===== src/rtl/proc_pkg.sv =====
// Shared constants and arbiter state encoding for the 8-bit processor memory subsystem.
package proc_pkg;

    localparam int unsigned DATA_W = 8;
    localparam int unsigned ADDR_W = 5;

    typedef enum logic [1:0] {
        S_RUN  = 2'd0,
        S_LOAD = 2'd1,
        S_DONE = 2'd2
    } arb_state_e;

endpackage


===== src/rtl/load_addr_counter.sv =====
// Loader write pointer: increments on each accepted byte, clear has priority.
module load_addr_counter #(
    parameter int unsigned ADDR_W = proc_pkg::ADDR_W
) (
    input  logic              clk,
    input  logic              reset,
    input  logic              inc,
    input  logic              clr,
    output logic [ADDR_W-1:0] ptr
);

    always_ff @(posedge clk or posedge reset) begin
        if (reset) begin
            ptr <= '0;
        end else if (clr) begin
            ptr <= '0;
        end else if (inc) begin
            ptr <= ptr + ADDR_W'(1);
        end
    end

endmodule


===== src/rtl/ram_load_arbiter.sv =====
// Shares the single RAM port between the CPU datapath and the byte-wide program loader.
module ram_load_arbiter #(
    parameter int unsigned DATA_W   = proc_pkg::DATA_W,
    parameter int unsigned ADDR_W   = proc_pkg::ADDR_W,
    parameter int unsigned LOAD_LEN = 32
) (
    input  logic              clk,
    input  logic              reset,
    input  logic              ld_start,
    input  logic              ld_valid,
    input  logic [DATA_W-1:0] ld_data,
    output logic              ld_ready,
    output logic              ld_done,
    input  logic              cpu_req,
    input  logic              cpu_we,
    input  logic [ADDR_W-1:0] cpu_addr,
    input  logic [DATA_W-1:0] cpu_wdata,
    output logic              cpu_gnt,
    output logic              cpu_stall,
    output logic [DATA_W-1:0] cpu_rdata,
    output logic              cpu_rvalid,
    output logic [ADDR_W-1:0] ram_addr,
    output logic              ram_we,
    output logic [DATA_W-1:0] ram_wdata,
    input  logic [DATA_W-1:0] ram_rdata
);
    import proc_pkg::*;

    localparam logic [ADDR_W-1:0] LAST_PTR = ADDR_W'(LOAD_LEN - 1);

    arb_state_e        state_q;
    arb_state_e        state_d;
    logic [ADDR_W-1:0] ptr;
    logic              beat;
    logic              ptr_clr;

    load_addr_counter #(
        .ADDR_W (ADDR_W)
    ) u_ptr (
        .clk   (clk),
        .reset (reset),
        .inc   (beat),
        .clr   (ptr_clr),
        .ptr   (ptr)
    );

    // State, completion pulse and read-valid registers.
    always_ff @(posedge clk or posedge reset) begin
        if (reset) begin
            state_q    <= S_RUN;
            ld_done    <= 1'b0;
            cpu_rvalid <= 1'b0;
        end else begin
            state_q    <= state_d;
            ld_done    <= (state_d == S_DONE);
            cpu_rvalid <= cpu_gnt & ~cpu_we;
        end
    end

    // Next state and RAM port muxing; the CPU only drives the port in S_RUN.
    always_comb begin
        state_d   = state_q;
        cpu_gnt   = 1'b0;
        cpu_stall = 1'b0;
        ld_ready  = 1'b0;
        ram_addr  = cpu_addr;
        ram_we    = 1'b0;
        ram_wdata = cpu_wdata;
        beat      = 1'b0;
        ptr_clr   = 1'b0;
        unique case (state_q)
            S_RUN: begin
                cpu_gnt = cpu_req;
                ram_we  = cpu_req & cpu_we;
                if (ld_start) begin
                    state_d = S_LOAD;
                end
            end
            S_LOAD: begin
                cpu_stall = 1'b1;
                ld_ready  = 1'b1;
                beat      = ld_valid;
                ram_addr  = ptr;
                ram_wdata = ld_data;
                ram_we    = ld_valid;
                if (ld_valid && (ptr == LAST_PTR)) begin
                    state_d = S_DONE;
                end
            end
            S_DONE: begin
                cpu_stall = 1'b1;
                ptr_clr   = 1'b1;
                state_d   = S_RUN;
            end
            default: begin
                state_d = S_RUN;
            end
        endcase
    end

    assign cpu_rdata = ram_rdata;

endmodule


===== config.mk =====
export PLATFORM = sky130hd
export DESIGN_NAME = ram_load_arbiter
export DESIGN_NICKNAME = d
export VERILOG_FILES = /design/src/rtl/proc_pkg.sv /design/src/rtl/load_addr_counter.sv /design/src/rtl/ram_load_arbiter.sv
export SDC_FILE = /design/constraint.sdc
export NUM_CORES = 1
export LEC_CHECK = 0
export BUFFER_PORTS_ARGS = -buffer_cell sky130_fd_sc_hd__buf_4
export CORE_MARGIN = 8
export CORE_UTILIZATION = 39
export CTS_BUF_LIST = sky130_fd_sc_hd__clkbuf_8 sky130_fd_sc_hd__clkbuf_16
export DETAILED_ROUTE_END_ITERATION = 8
export PLACE_DENSITY = 0.92
export SYNTH_ARGS = -nofsm -noshare
export SYNTH_HDL_FRONTEND = slang
export SYNTH_SLANG_ARGS = --single-unit

===== constraint.sdc =====
create_clock -name clk -period 3.6 [get_ports clk]
set_input_delay 0 -clock clk [delete_from_list [all_inputs] [get_ports clk]]
set_output_delay 0 -clock clk [all_outputs]
set_load 0.05 [all_outputs]

==> results by group <==
STA
  – Slew Viols, Final: 0
  – RSZ-0062 raised after global routing: false
  – Actual slew at the worst max-slew pin: 0.854 ns
  – Hold Fails Final Rpt: 0
  – Post-layout min period: roughly 2.1 ns
  – Final period util: 57.3%
  – Count of final setup violators: 0
  – Final setup TNS: 0 ns
  – Worst Clk Skew: 0.000552 ns
  – Slew margin rel.: 43.1%
  – Fmax: 485 MHz

Synth
  – Yosys top cell area share: 32.4%
  – Syn_nets: 114
  – Syn Inst Count: 74
  – Top cells by area, synth: dfrtp_1 (32%), mux2_2 (21%), ha_1 (9.0%)
  – Sequential fraction of the synthesis area: 32.4%
  – Ys Warns: 0
  – Yosys reg bits: 9
  – Synthesized area: 694 um2
  – Dominant cell type by area after synthesis: dfrtp_1
  – Distinct cells, synth: 19
  – Post-Syn Area per Cell: around 9.4 um2

Worst setup path
  – Critical path, cell by cell: inv_1, ha_1, mux2_2, buf_4
  – WP data required: 3.60 ns
  – Family with the most delay on the worst path: adder cells
  – Crit-path slowest cell: ha_1
  – Crit-path max cell delay: a little over 0.7 ns
  – Kind of critical path: flop to output port
  – Buf+Inv Stages, Crit Path: 2
  – Crit-path max FO: 22
  – Critical Path End Type: output port
  – Critical path arrival: 2.06 ns
  – CP startpoint kind: flop

Clocking
  – Reg clk slew, reported paths: 0.05 ns
  – TritonCTS buffer count: 3
  – Root Buffer: clkbuf_8
  – CTS tree: yes
  – Clock Latency Late Sink: 0.23 ns
  – Sink Count: 9
  – Resize count post-CTS: 0
  – Clock Tree Buf Depth: 2
  – CTS H-Tree Depth: 1
  – Post-CTS Setup Bufs: 0
  – CTS Hold Bufs: 2

Global route
  – Vias in the first global route: 769
  – Gr usage total: 13.3%
  – Grt ovf: 0
  – Initial antenna violation count: 0
  – Largest net degree at the start of global routing: 23
  – First-pass GRT wire length: roughly 3500 um

Detailed routing
  – Initial DRC count: 1
  – DRT Pass-1 Iters: 3
  – WL per Instance: 14.8 um
  – # DRC: 0
  – Antenna Nets Post-Route: 0
  – Final wirelength: ~2100 um
  – Vias per inst: 4.85
  – Routed via count: 679

Power and ir drop
  – Power per cell area: 886 nW/um2
  – Switching power: 498 uW
  – Part of the power in the clock network: 12.3%
  – Total power: 938 uW
  – Worst vdd ir: about 0.66 mV
  – Combinational power share: 69.5%
  – P_int: 440 uW
  – Sequential power share: 18.1%
  – Switching part of the total power: 53.1%
  – Leakage power: 0.000543 uW

Layout
  – # diodes: 0
  – Share of post-route cells with drive strength above 1: 54.8%
  – # fillers: 140
  – Layout area overhead: 52.4%
  – Fin nets: 156
  – Design area: 1060 um2

Floorplan
  – Initial core utilization: 40.7%
  – Die area: ~3400 um2
  – Number of I/O pins: 62
  – Core region area: approximately 1700 um2
  – Standard-cell rows: 15
  – Die height: 58.2 um
  – Die W: 58.2 um

Place
  – Post-DP HPWL: 1650 um
  – Placer Congestion: 0.794
  – Placed Instance Area: 993 um2
  – # port buffers: 45

Hold path
  – Hold crit path type: input pin to output port

Run
  – Max-cap viol count: 0

Outcome
  – Status: complete, no violations
==> cell usage in the layout, fill, tap and decap left out <==
cell type	count
buf_4	45
mux2_2	13
dfrtp_1	9
nand2_1	6
nand3_1	5
a21oi_1	5
ha_1	5
o21ai_0	4
inv_1	4
nor2_1	3
nor2b_1	3
clkbuf_8	3
xor2_1	2
dlygate4sd3_1	2
nand2_2	1
or3_1	1
and2_1	1
and3_1	1
or2_2	1
a21o_1	1
==> cell usage after synthesis (all sizes together) <==
library cell	instances
mux2	13
buf	10
dfrtp	9
nand2	7
a21oi	5
ha	5
nand3	5
o21ai	4
inv	3
nor2	3
nor2b	3
xor2	2
a21o	1
and2	1
and3	1
or2	1
or3	1
==> through the flow <==
stage	utilization, %	hold WS (ns)	setup slack [ns]	instances
after floorplan	-	-0.172	1.87	74
after global placement	58.2	-0.0188	1.70	134
after detailed placement	58.2	-0.00186	1.61	134
after CTS	62.0	0.000370	1.55	140
after global routing	62.0	0.0000819	1.40	140
final	62.0	0.0000193	1.54	140
==> final cells by class <==
type	instances	area (um2)	share of cell area, %
clock buffers	3	41.3	3.90
well taps	25	31.3	2.96
inverters	3	11.3	1.06
clock inverters	1	3.75	0.355
repair buffers	47	358	33.8
flip-flops and latches	9	225	21.3
multi-input cells	52	388	36.6
==> worst register-to-register path, cell delays in order, from the launching register on <==
cell,delay [ns]
dfrtp_1,0.41
inv_1,0.09
ha_1,0.71
nand2_2,0.21
or3_1,0.41
a21oi_1,0.14
==> sequential cells by signal, indices dropped and copies added, names as in the netlist <==
register,cells
cpu_rvalid,1
ld_done,1
state_q,2
u_ptr.ptr,5
==> power groups by stage <==
stage                     clock (uW)  sequential [uW]  combinational (uW)
after floorplan                    0              167                 510
after global placement             0              168                 642
after detailed placement           0              171                 651
after CTS                        116              169                 658
after global routing             123              176                 692
final                            116              170                 652
==> metal layers <==
layer	up-vias	part of all wire [%]	GRT usage, %
met1	310	36	12.3
met3	8	13	8.39
met5	-	0	0
met4	0	1.7	7.69
met2	36	50	21.8
li1	325	-	-
==> cell families (layout without fill, tap and decap cells) <==
kind of cell,count (synthesis),in the layout,synth area share [%]
xor gates and xnor gates,2,2,2.52
AOI/OAI and AO/OA,10,10,7.57
buffers and inverters,13,54,11.7
and+or+nand+nor,22,22,15.7
muxes,13,13,21.1
DFF,9,9,32.4
adders and majority gates,5,5,9.01
==> final timing paths <==
path / from / cells after the start / slack, ns / end
worst min register to register: state_q[0] / 1 / 0.55 / ld_done
worst max-delay path: state_q[1] / 4 / 1.54 / ram_wdata[3]
max in group asynchronous: reset / 3 / 3.04 / u_ptr.ptr[2]
worst max register to register: state_q[1] / 5 / 1.55 / u_ptr.ptr[3]
min in group asynchronous: reset / 3 / 0.30 / ld_done
worst min-delay path: ram_rdata[2] / 0 / 0.00002 / cpu_rdata[2]
(Power assumes the default switching activity.)
